<file path="src/rtl/wb_queue_if.sv">
// Bus bundle for wb_queue: load/ALU result channels plus register-file write port.
// Bypass lookup signals exist only when WB_QUEUE_BYPASS_EN is defined.
interface wb_queue_if #(
    parameter int unsigned WordSize = 32,
    parameter int unsigned Depth    = 4
);
    logic                      ld_valid;
    logic                      ld_ready;
    logic [4:0]                ld_rdn;
    logic [WordSize-1:0]       ld_rdd;
    logic                      alu_valid;
    logic                      alu_ready;
    logic [4:0]                alu_rdn;
    logic [WordSize-1:0]       alu_rdd;
    logic                      wb_stall;
    logic                      wbe;
    logic [4:0]                rdn;
    logic [WordSize-1:0]       rdd;
    logic [$clog2(Depth):0]    count;
`ifdef WB_QUEUE_BYPASS_EN
    logic [4:0]                rs1n;
    logic [4:0]                rs2n;
    logic                      rs1_hit;
    logic                      rs2_hit;
    logic [WordSize-1:0]       rs1_fwd;
    logic [WordSize-1:0]       rs2_fwd;

    modport slave (
        input  ld_valid, ld_rdn, ld_rdd, alu_valid, alu_rdn, alu_rdd, wb_stall, rs1n, rs2n,
        output ld_ready, alu_ready, wbe, rdn, rdd, count, rs1_hit, rs2_hit, rs1_fwd, rs2_fwd
    );
    modport master (
        output ld_valid, ld_rdn, ld_rdd, alu_valid, alu_rdn, alu_rdd, wb_stall, rs1n, rs2n,
        input  ld_ready, alu_ready, wbe, rdn, rdd, count, rs1_hit, rs2_hit, rs1_fwd, rs2_fwd
    );
`else
    modport slave (
        input  ld_valid, ld_rdn, ld_rdd, alu_valid, alu_rdn, alu_rdd, wb_stall,
        output ld_ready, alu_ready, wbe, rdn, rdd, count
    );
    modport master (
        output ld_valid, ld_rdn, ld_rdd, alu_valid, alu_rdn, alu_rdd, wb_stall,
        input  ld_ready, alu_ready, wbe, rdn, rdd, count
    );
`endif
endinterface

</file>
<file path="src/rtl/wb_queue.sv">
// Write-back FIFO merging load and ALU results onto one register-file write port.
// Define WB_QUEUE_BYPASS_EN to add rs1/rs2 forwarding lookup over queued entries.
module wb_queue #(
    parameter int unsigned WordSize = 32,
    parameter int unsigned Depth    = 4
) (
    input  logic      clk,
    input  logic      rst,
    wb_queue_if.slave bus
);
    localparam int unsigned PtrW = $clog2(Depth);
    localparam int unsigned CntW = PtrW + 1;
    typedef logic [PtrW-1:0] ptr_t;
    typedef logic [CntW-1:0] cnt_t;

    logic [4:0]          rdn_mem [Depth];
    logic [WordSize-1:0] rdd_mem [Depth];

    ptr_t wr_ptr_q, wr_ptr_d, rd_ptr_q, rd_ptr_d, alu_slot;
    cnt_t count_q, count_d, free;
    logic ld_ready, alu_ready, ld_push, alu_push, pop, occupied;

    always_comb begin
        free      = cnt_t'(Depth) - count_q;
        occupied  = (count_q != '0);
        // Readies come from registered occupancy only, never from this cycle's pop.
        ld_ready  = (free != '0);
        alu_ready = (free >= cnt_t'(2)) || ((free == cnt_t'(1)) && !bus.ld_valid);
        ld_push   = bus.ld_valid && ld_ready && (bus.ld_rdn != 5'd0);
        alu_push  = bus.alu_valid && alu_ready && (bus.alu_rdn != 5'd0);
        pop       = occupied && !bus.wb_stall;
        alu_slot  = wr_ptr_q + ptr_t'(ld_push);
        wr_ptr_d  = alu_slot + ptr_t'(alu_push);
        rd_ptr_d  = rd_ptr_q + ptr_t'(pop);
        count_d   = count_q + cnt_t'(ld_push) + cnt_t'(alu_push) - cnt_t'(pop);
    end

    always_comb begin
        bus.ld_ready  = ld_ready;
        bus.alu_ready = alu_ready;
        bus.wbe       = pop;
        bus.rdn       = occupied ? rdn_mem[rd_ptr_q] : 5'd0;
        bus.rdd       = occupied ? rdd_mem[rd_ptr_q] : '0;
        bus.count     = count_q;
    end

    always_ff @(posedge clk or posedge rst) begin
        if (rst) begin
            wr_ptr_q <= '0;
            rd_ptr_q <= '0;
            count_q  <= '0;
        end else begin
            wr_ptr_q <= wr_ptr_d;
            rd_ptr_q <= rd_ptr_d;
            count_q  <= count_d;
        end
    end

    // Storage is unreset; stale contents are masked by count.
    always_ff @(posedge clk) begin
        if (ld_push) begin
            rdn_mem[wr_ptr_q] <= bus.ld_rdn;
            rdd_mem[wr_ptr_q] <= bus.ld_rdd;
        end
        if (alu_push) begin
            rdn_mem[alu_slot] <= bus.alu_rdn;
            rdd_mem[alu_slot] <= bus.alu_rdd;
        end
    end

`ifdef WB_QUEUE_BYPASS_EN
    ptr_t byp_idx;

    // Walk oldest to youngest so the last match wins.
    always_comb begin
        byp_idx     = '0;
        bus.rs1_hit = 1'b0;
        bus.rs2_hit = 1'b0;
        bus.rs1_fwd = '0;
        bus.rs2_fwd = '0;
        for (int unsigned i = 0; i < Depth; i++) begin
            if (cnt_t'(i) < count_q) begin
                byp_idx = rd_ptr_q + ptr_t'(i);
                if ((bus.rs1n != 5'd0) && (rdn_mem[byp_idx] == bus.rs1n)) begin
                    bus.rs1_hit = 1'b1;
                    bus.rs1_fwd = rdd_mem[byp_idx];
                end
                if ((bus.rs2n != 5'd0) && (rdn_mem[byp_idx] == bus.rs2n)) begin
                    bus.rs2_hit = 1'b1;
                    bus.rs2_fwd = rdd_mem[byp_idx];
                end
            end
        end
    end
`endif
endmodule

</file>
<file path="src/flat_wrapper.sv">
// flat-port wrapper written by rule: the top's interface ports become plain ports
module wb_queue_flat 
#(
    parameter int unsigned WordSize = 32,
    parameter int unsigned Depth    = 4
)
  (clk, rst, bus_ld_valid, bus_ld_rdn, bus_ld_rdd, bus_alu_valid, bus_alu_rdn, bus_alu_rdd, bus_wb_stall, bus_ld_ready, bus_alu_ready, bus_wbe, bus_rdn, bus_rdd, bus_count);
  wb_queue_if #(.WordSize(WordSize), .Depth(Depth)) bus_i ();
  input  logic clk;
  input  logic rst;
  input wire logic [$bits(bus_i.ld_valid)-1:0] bus_ld_valid;
  input wire logic [$bits(bus_i.ld_rdn)-1:0] bus_ld_rdn;
  input wire logic [$bits(bus_i.ld_rdd)-1:0] bus_ld_rdd;
  input wire logic [$bits(bus_i.alu_valid)-1:0] bus_alu_valid;
  input wire logic [$bits(bus_i.alu_rdn)-1:0] bus_alu_rdn;
  input wire logic [$bits(bus_i.alu_rdd)-1:0] bus_alu_rdd;
  input wire logic [$bits(bus_i.wb_stall)-1:0] bus_wb_stall;
  output wire logic [$bits(bus_i.ld_ready)-1:0] bus_ld_ready;
  output wire logic [$bits(bus_i.alu_ready)-1:0] bus_alu_ready;
  output wire logic [$bits(bus_i.wbe)-1:0] bus_wbe;
  output wire logic [$bits(bus_i.rdn)-1:0] bus_rdn;
  output wire logic [$bits(bus_i.rdd)-1:0] bus_rdd;
  output wire logic [$bits(bus_i.count)-1:0] bus_count;
  assign bus_i.ld_valid = bus_ld_valid;
  assign bus_i.ld_rdn = bus_ld_rdn;
  assign bus_i.ld_rdd = bus_ld_rdd;
  assign bus_i.alu_valid = bus_alu_valid;
  assign bus_i.alu_rdn = bus_alu_rdn;
  assign bus_i.alu_rdd = bus_alu_rdd;
  assign bus_i.wb_stall = bus_wb_stall;
  assign bus_ld_ready = bus_i.ld_ready;
  assign bus_alu_ready = bus_i.alu_ready;
  assign bus_wbe = bus_i.wbe;
  assign bus_rdn = bus_i.rdn;
  assign bus_rdd = bus_i.rdd;
  assign bus_count = bus_i.count;
  wb_queue #(.WordSize(WordSize), .Depth(Depth)) u_core (.clk(clk), .rst(rst), .bus(bus_i));
endmodule
</file>
<file path="config.mk">
export PLATFORM = sky130hd
export DESIGN_NAME = wb_queue_flat
export DESIGN_NICKNAME = d
export VERILOG_FILES = /design/src/rtl/wb_queue_if.sv /design/src/rtl/wb_queue.sv /design/src/flat_wrapper.sv
export SDC_FILE = /design/constraint.sdc
export NUM_CORES = 1
export LEC_CHECK = 0
export BUFFER_PORTS_ARGS = -buffer_cell sky130_fd_sc_hd__buf_2
export CORE_MARGIN = 2
export CORE_UTILIZATION = 28
export CTS_BUF_LIST = sky130_fd_sc_hd__clkbuf_8
export DETAILED_ROUTE_END_ITERATION = 7
export GPL_ROUTABILITY_DRIVEN = 0
export PLACE_DENSITY = 0.42
export SYNTH_ARGS = -nofsm -noshare
export SYNTH_HDL_FRONTEND = slang
export SYNTH_SLANG_ARGS = --single-unit
</file>
<file path="constraint.sdc">
create_clock -name clk -period 9.7 [get_ports clk]
set_input_delay 0.97 -clock clk [delete_from_list [all_inputs] [get_ports clk]]
set_output_delay 0.97 -clock clk [all_outputs]
set_load 0.01 [all_outputs]
</file>
After elaboration in Yosys (flattened, before gate mapping)
Memory sizes are Yosys's and may differ from the RTL's.
Cells that the tools add are included.
{ "word_totals": {"register_bits": 7, "ram_bits": 148, "n_memories": 2, "input_bits": 79} }
{ "memory_table": {"columns": ["name", "depth", "width", "rd", "rd_ports_with_merged_regs", "wr", "line_no", "rtl"], "rows": [
  ["u_core.rdd_mem", 4, 32, 1, 0, 2, "wb_queue.sv:17", "logic [WordSize-1:0] rdd_mem [Depth];"],
  ["u_core.rdn_mem", 4, 5, 1, 0, 2, "wb_queue.sv:16", "logic [4:0] rdn_mem [Depth];"]
]} }
{ "op_classes": {"reduce_logical": 13, "mux": 6, "eq_ne": 1, "n_addsub": 7, "n_lt_le_gt_ge": 1} }
{ "op_table": {"columns": ["operator", "count"], "rows": [
  ["two-way mux 32 bit", 1],
  ["nonzero test 5 bit", 2],
  ["adder 2 x 1 -> 2 bit", 3],
  ["adder 3 x 1 -> 3 bit", 2],
  ["logical AND 1 bit", 6],
  ["nonzero test 3 bit", 2],
  ["two-way mux 5 bit", 1],
  ["two-way mux 1 bit", 4],
  ["equality test 3 x 1 -> 1 bit, second input constant", 1],
  ["greater-or-equal comparator 3 x 2 -> 1 bit, second input constant", 1],
  ["subtractor 3 x 1 -> 3 bit", 1],
  ["subtractor 3 bit, first input constant", 1],
  ["logical NOT 1 bit", 2],
  ["logical OR 1 bit", 1]
]} }

Logic depth before layout (Yosys ltp)
Gate-level depths: netlist (run 1).
{ "depth": {"word_depth": 8, "mapped_depth": 12, "mapped_depth_nobuf": 11} }

Least setup slack after synthesis (run 1)
OpenSTA, ideal clock, no wires.
{ "synth_path": {"kind": "in2reg", "start": "in bus_ld_rdn[1]", "end": "mem u_core.rdd_mem[2][0] (enable)", "cell_stages": 9, "t_required_ns": 8.981, "setup_ns": 0.719, "arrival_time_ns": 3.813, "slack_ns": 5.168, "path_buffers": 2, "path_cell_list": "or3_1 > o311a_1 > ha_1 > xnor2_1 > nor2_1 > nand3_1 > buf_4 > buf_4 > o21ai_0"} }
{ "synth_lines": {"columns": ["item", "line_no", "rtl"], "rows": [
  ["start, declared", "flat_wrapper.sv:12", "input wire logic [$bits(bus_i.ld_rdn)-1:0] bus_ld_rdn;"],
  ["end, declared", "wb_queue.sv:17", null]
]} }

==> results of run 1 <==
==> cell usage after synthesis, drive strengths merged <==
| library cell | instances | area [um^2] |
|---|---|---|
| edfxtp | 148 | 4440 |
| mux2 | 148 | 1740 |
| mux4 | 37 | 833 |
| nor2b | 37 | 231 |
| buf | 19 | 141 |
| inv | 12 | 45.0 |
| clkbuf | 9 | 33.8 |
| ha | 9 | 113 |
| dfrtp | 7 | 175 |
| o21ai | 3 | 15.0 |
| xnor2 | 3 | 26.3 |
| fa | 2 | 40.0 |
| nand2 | 2 | 7.51 |
| nand2b | 2 | 12.5 |
| nor2 | 2 | 7.51 |
| o21bai | 2 | 15.0 |
| xor2 | 2 | 17.5 |
| a21oi | 1 | 5.00 |
| and4 | 1 | 11.3 |
| nand3 | 1 | 5.00 |
| nand4 | 1 | 6.26 |
| nor3b | 1 | 7.51 |
| nor4b | 1 | 8.76 |
| o21a | 1 | 7.51 |
| o311a | 1 | 10.0 |
| or3 | 1 | 6.26 |
| or4 | 1 | 7.51 |
==> stage by stage <==
| step | area (um^2) | power, mW | util [%] |
|---|---|---|---|
| final | 9390 | 3.24 | 33.6 |
| after global routing | 9390 | 3.45 | 33.6 |
| after floorplan | 7970 | 2.27 | - |
| after detailed placement | 9000 | 2.81 | 32.2 |
| after global placement | 9000 | 2.79 | 32.2 |
| after CTS | 9390 | 3.31 | 33.6 |
==> power by group <==
group / leakage (nW) / internal (mW) / switching (mW)
combinational: 1.71 / 0.693 / 0.774
sequential: 1.46 / 1.14 / 0.142
clock: 0.197 / 0.214 / 0.278
==> layer usage <==
layer	up-vias	wire, um	track usage (%)
met2	102	10100	23.5
met1	2297	9520	18.7
li1	2031	-	-
met3	13	808	3.50
met4	2	158	3.00
met5	-	13	0
==> path summary, 6_finish.rpt <==
| kind | slack, ps | from | to |
|---|---|---|---|
| min reg2reg | 680 | u_core.bus.count[2]$_DFF_PP0_ | u_core.bus.count[2]$_DFF_PP0_ |
| max | 5620 | bus_ld_rdn[1] | u_core.rdn_mem[1][3]$_DFFE_PP_ |
| max reg2reg | 5850 | u_core.bus.count[1]$_DFF_PP0_ | u_core.rdn_mem[1][3]$_DFFE_PP_ |
| min in group clk | 680 | u_core.bus.count[2]$_DFF_PP0_ | u_core.bus.count[2]$_DFF_PP0_ |
| max in group asynchronous | 9000 | rst | u_core.rd_ptr_q[0]$_DFF_PP0_ |
| min | 430 | rst | u_core.wr_ptr_q[0]$_DFF_PP0_ |
==> sequential cells by signal, summed over array words and instances (netlist names) <==
register          cells
u_core.rdn_mem       20
u_core.rdd_mem      128
u_core.wr_ptr_q       2
u_core.rd_ptr_q       2
u_core.bus.count      3
==> final cells by class <==
cell class | instances | area [um^2]
diodes | 1 | 2.50
clock buffers | 17 | 234
clock inverters | 15 | 156
fillers | 2755 | 18500
inverters | 12 | 45.0
multi-input cells | 259 | 3190
flip-flops and latches | 155 | 4620
well taps | 378 | 473
repair buffers | 129 | 666
==> logic make-up after synthesis <==
kind of cell	synth area share, %
mux	32.3
xor+xnor	0.549
fa+ha+maj	1.91
flops	58.0
compound gates	0.659
buf+inv	2.76
simple gates	3.91
==> impl_metrics.csv, run 1 <==
group,metric,value,unit
global_routing,grt_util_all_layers,14.1,%
timing,rsz0062_at_grt,"false",
setup_path,end_kind,"flip-flop",
timing,tns,0,ps
yosys,ys_types,31,
clocking,cts-resized-gates,0,
power,power_density,345,nW/um^2
hold_path,hp-class,"in -> async",
clocking,postCtsSetupRepairBufs,0,
power,leakagePower,3.36,nW
clocking,clk_pin_slew,100,ps
global_routing,grt_pass1_vias,4956,
clocking,numCtsBuffers,17,
place,post-place-ws,5070,ps
place,place_hpwl,12.1,mm
global_routing,grt_max_degree,39,
global_routing,grt_first_pass_wirelength,31.1,mm
place,dp_cells,933,
cells_and_area,nets,664,
flow_run,drv_cap,0,
timing,hold_viol,0,
yosys,synthCells,454,
setup_path,critPathKind,"in -> reg",
timing,fin_skew,19.6,ps
run_status,status,"complete, no violations",
timing,holdWs,434,ps
timing,tightest_slew,1060,ps
timing,setup_viol,0,
yosys,yosys_warnings,0,
detailed_routing,ant_nets,0,
yosys,synth_area_per_cell,17.6,um^2
setup_path,cp.arrival,4200,ps
detailed_routing,wl,20.6,mm
floorplanning,start_util,28.5,%
clocking,cts-hold-fix-buffers,0,
setup_path,cp-start-kind,"input pin",
yosys,synth-seq-cells,155,
cells_and_area,layout_common_cells,"148 x edfxtp_1, 129 x mux2_2, 121 x buf_2",
setup_path,path_max_fanout,38,
clocking,root_buffer,"clkbuf_8",
setup_path,critPathMaxStageDelay,820,ps
cells_and_area,areaGrowthSynthToFinish,17.8,%
yosys,syn_nets,544,
timing,fmax,245,MHz
detailed_routing,wl_per_cell,21.3,um
cells_and_area,final_common_cell,"edfxtp_1",
global_routing,grt_overflow_total,0,
setup_path,r2r_cells,10,
cells_and_area,drive_gt1_share,60.5,%
floorplanning,die-height,173,um
detailed_routing,drtIter0Drc,238,
clocking,clkLatencyLatePin,460,ps
global_routing,grt_antenna_before_repair,2,
setup_path,path_depth,8,
floorplanning,die_area,29800,um^2
detailed_routing,via_per_inst,4.60,
floorplanning,fp.coreArea,27900,um^2
clocking,cts.path.max_buffers,2,
setup_path,critPathTopFamily,"simple AND/OR/NAND/NOR gates",
setup_path,cp_cell_sequence,"buf_2, or3_1, o311a_1, ha_1, xnor2_1, and4_4, o21bai_4, buf_4",
yosys,seq_area_frac_synth,58.0,%
timing,slew_headroom,29.5,%
setup_path,crit_required,9820,ps
power,ir_drop,316,uV
detailed_routing,drcViolationCount,0,
clocking,cts.sinks,155,
detailed_routing,firstDrtPassIters,4,
setup_path,critical_path_buf_inv_count,2,
detailed_routing,vias,4445,
floorplanning,rows,61,
place,io_buffers,121,
clocking,cts_tree,"done",
cells_and_area,final_cells,966,
floorplanning,io_pins,122,
timing,fin_ws,5620,ps
clocking,cts_max_level,4,
setup_path,critical_path.slowest_cell,"and4_4",
timing,finalCritPeriodShare,42.1,%
timing,fin_crit,4080,ps
floorplanning,die_width,173,um
timing,maxSlewViolCount,0,
yosys,synth_area,7970,um^2
Power figures use the tool's default switching activity.
==> run 2, diff against run 1 <==
clock period = 4.2 ns   (was 9.7 ns; I/O delays follow)
==> impl_metrics.csv, run 2 (synthesized netlist as in run 1, its figures left out) <==
group,metric,value,unit
detailed_routing,drcViolationCount,0,
detailed_routing,firstDrtPassIters,4,
clocking,cts_tree,"done",
setup_path,critPathKind,"reg -> reg",
cells_and_area,final_common_cell,"edfxtp_1",
run_status,status,"complete, no violations",
cells_and_area,drive_gt1_share,60.4,%
cells_and_area,nets,670,
timing,setup_viol,0,
clocking,cts.path.max_buffers,2,
floorplanning,die_width,173,um
floorplanning,fp.coreArea,27900,um^2
setup_path,path_max_fanout,37,
detailed_routing,wl_per_cell,21.3,um
hold_path,hp-class,"in -> reg",
cells_and_area,top_register,"u_core.rdd_mem",
power,swShare,36.3,%
setup_path,regToRegStartpoint,"u_core.bus.count[1]$_DFF_PP0_",
power,leakagePower,3.39,nW
clocking,cts.sinks,155,
global_routing,grt_antenna_before_repair,0,
power,clkPwrFrac,14.2,%
cells_and_area,final_cells,972,
power,switchingPower,2.71,mW
cells_and_area,area.sequential,4620,um^2
setup_path,r2r-end,"u_core.rdd_mem[1][0]$_DFFE_PP_",
setup_path,end_kind,"flip-flop",
setup_path,r2r_cells,10,
cells_and_area,num-fill-cells,2779,
power,seq_power_share,40.5,%
floorplanning,start_util,28.5,%
cells_and_area,multi_input_area,3190,um^2
cells_and_area,layout_common_cells,"148 x edfxtp_1, 129 x mux2_2, 121 x buf_2",
clocking,clk_pin_slew,90,ps
cells_and_area,areaGrowthSynthToFinish,18.1,%
power,p_int,4.75,mW
setup_path,crit_required,4380,ps
global_routing,grt_util_all_layers,14.2,%
global_routing,grt_max_degree,39,
place,post-place-ws,718,ps
cells_and_area,final_area,9420,um^2
setup_path,cp-start-kind,"flip-flop",
clocking,cts-resized-gates,0,
timing,finalCritPeriodShare,79.5,%
detailed_routing,vias,4527,
setup_path,cp-startpoint,"u_core.bus.count[1]$_DFF_PP0_",
setup_path,cp.arrival,3520,ps
place,dp_cells,938,
global_routing,grt_first_pass_wirelength,31.6,mm
floorplanning,rows,61,
timing,hold_viol,0,
hold_path,hold_start,"bus_alu_rdd[9]",
timing,tightest_slew,1230,ps
timing,rsz0062_at_grt,"false",
place,io_buffers,121,
setup_path,crit_end,"u_core.rdd_mem[1][0]$_DFFE_PP_",
clocking,root_buffer,"clkbuf_8",
detailed_routing,wl,20.7,mm
timing,fin_skew,15.9,ps
clocking,clkLatencyLatePin,440,ps
clocking,numCtsBuffers,17,
flow_run,drv_cap,0,
floorplanning,die-height,173,um
detailed_routing,ant_nets,0,
timing,slew_headroom,18.3,%
detailed_routing,via_per_inst,4.66,
global_routing,grt_pass1_vias,5115,
timing,fin_ws,860,ps
power,pwr-share-comb,45.4,%
place,place_hpwl,12.4,mm
clocking,cts_max_level,4,
power,ir_drop,460,uV
place,dpl_cell_area,9040,um^2
power,power_density,793,nW/um^2
timing,maxSlewViolCount,0,
timing,fmax,299,MHz
cells_and_area,largest_reg_flops,128,
setup_path,rrSetupSlack,860,ps
timing,tns,0,ps
timing,fin_crit,3340,ps
detailed_routing,drtIter0Drc,230,
floorplanning,die_area,29800,um^2
floorplanning,io_pins,122,
global_routing,grt_overflow_total,0,
-- run 2: layout make-up --
| type | count | share of cell area [%] |
|---|---|---|
| antenna | 1 | 0.0266 |
| clock buffer | 19 | 2.78 |
| clock inverter | 13 | 1.12 |
| inverter | 12 | 0.478 |
| multi-input combinational | 259 | 33.9 |
| sequential | 155 | 49.1 |
| tap | 378 | 5.02 |
| timing repair buffer | 135 | 7.57 |
-- run 2: stage by stage --
stage                     total power, mW  hold slack, ps  util [%]
after floorplan                      5.22             223         -
after global placement               6.50             376      32.3
after detailed placement             6.55             375      32.3
after CTS                            7.63             281      33.7
after global routing                 7.94             282      33.7
final                                7.47             311      33.7
-- run 2: worst max-delay path, stage by stage, from the launching register on --
cell and delay (ps):
dfrtp_1 450, inv_1 120, ha_1 190, ha_1 150, inv_1 60, o311a_1 170
ha_1 210, xnor2_1 410, and4_4 290, buf_4 610, mux2_2 420
-- run 2: power groups by stage --
| stage | clock network (mW) | logic (mW) | registers [mW] |
|---|---|---|---|
| global placement | 0 | 3.45 | 3.05 |
| finish | 1.06 | 3.39 | 3.02 |
| global route | 1.15 | 3.68 | 3.11 |
| CTS | 1.10 | 3.49 | 3.04 |
| floorplan | 0 | 2.42 | 2.81 |
| detailed placement | 0 | 3.47 | 3.08 |
-- run 2: worst min-delay path by stage --
stage               depth (start not counted)                             end  slack [ps]
finish                                      2  u_core.rdd_mem[2][9]$_DFFE_PP_         310
global route                                2  u_core.rdd_mem[1][2]$_DFFE_PP_         280
CTS                                         2  u_core.rdd_mem[2][9]$_DFFE_PP_         280
detailed placement                          2   u_core.bus.count[0]$_DFF_PP0_         380
global placement                            2    u_core.wr_ptr_q[1]$_DFF_PP0_         380
floorplan                                   1   u_core.bus.count[0]$_DFF_PP0_         220
-- run 2: repair_timing --
action                    4_1_cts  5_1_grt
hold endpoints to repair        7        0
hold buffers                    1        0
setup buffers                   0        0
-- run 2: layer usage --
layer / share of wire, % / GRT usage [%]
met1: 48 / 19.8
met2: 48 / 23.2
met4: 1.0 / 3.46
met5: 0 / 0
met3: 2.9 / 2.46
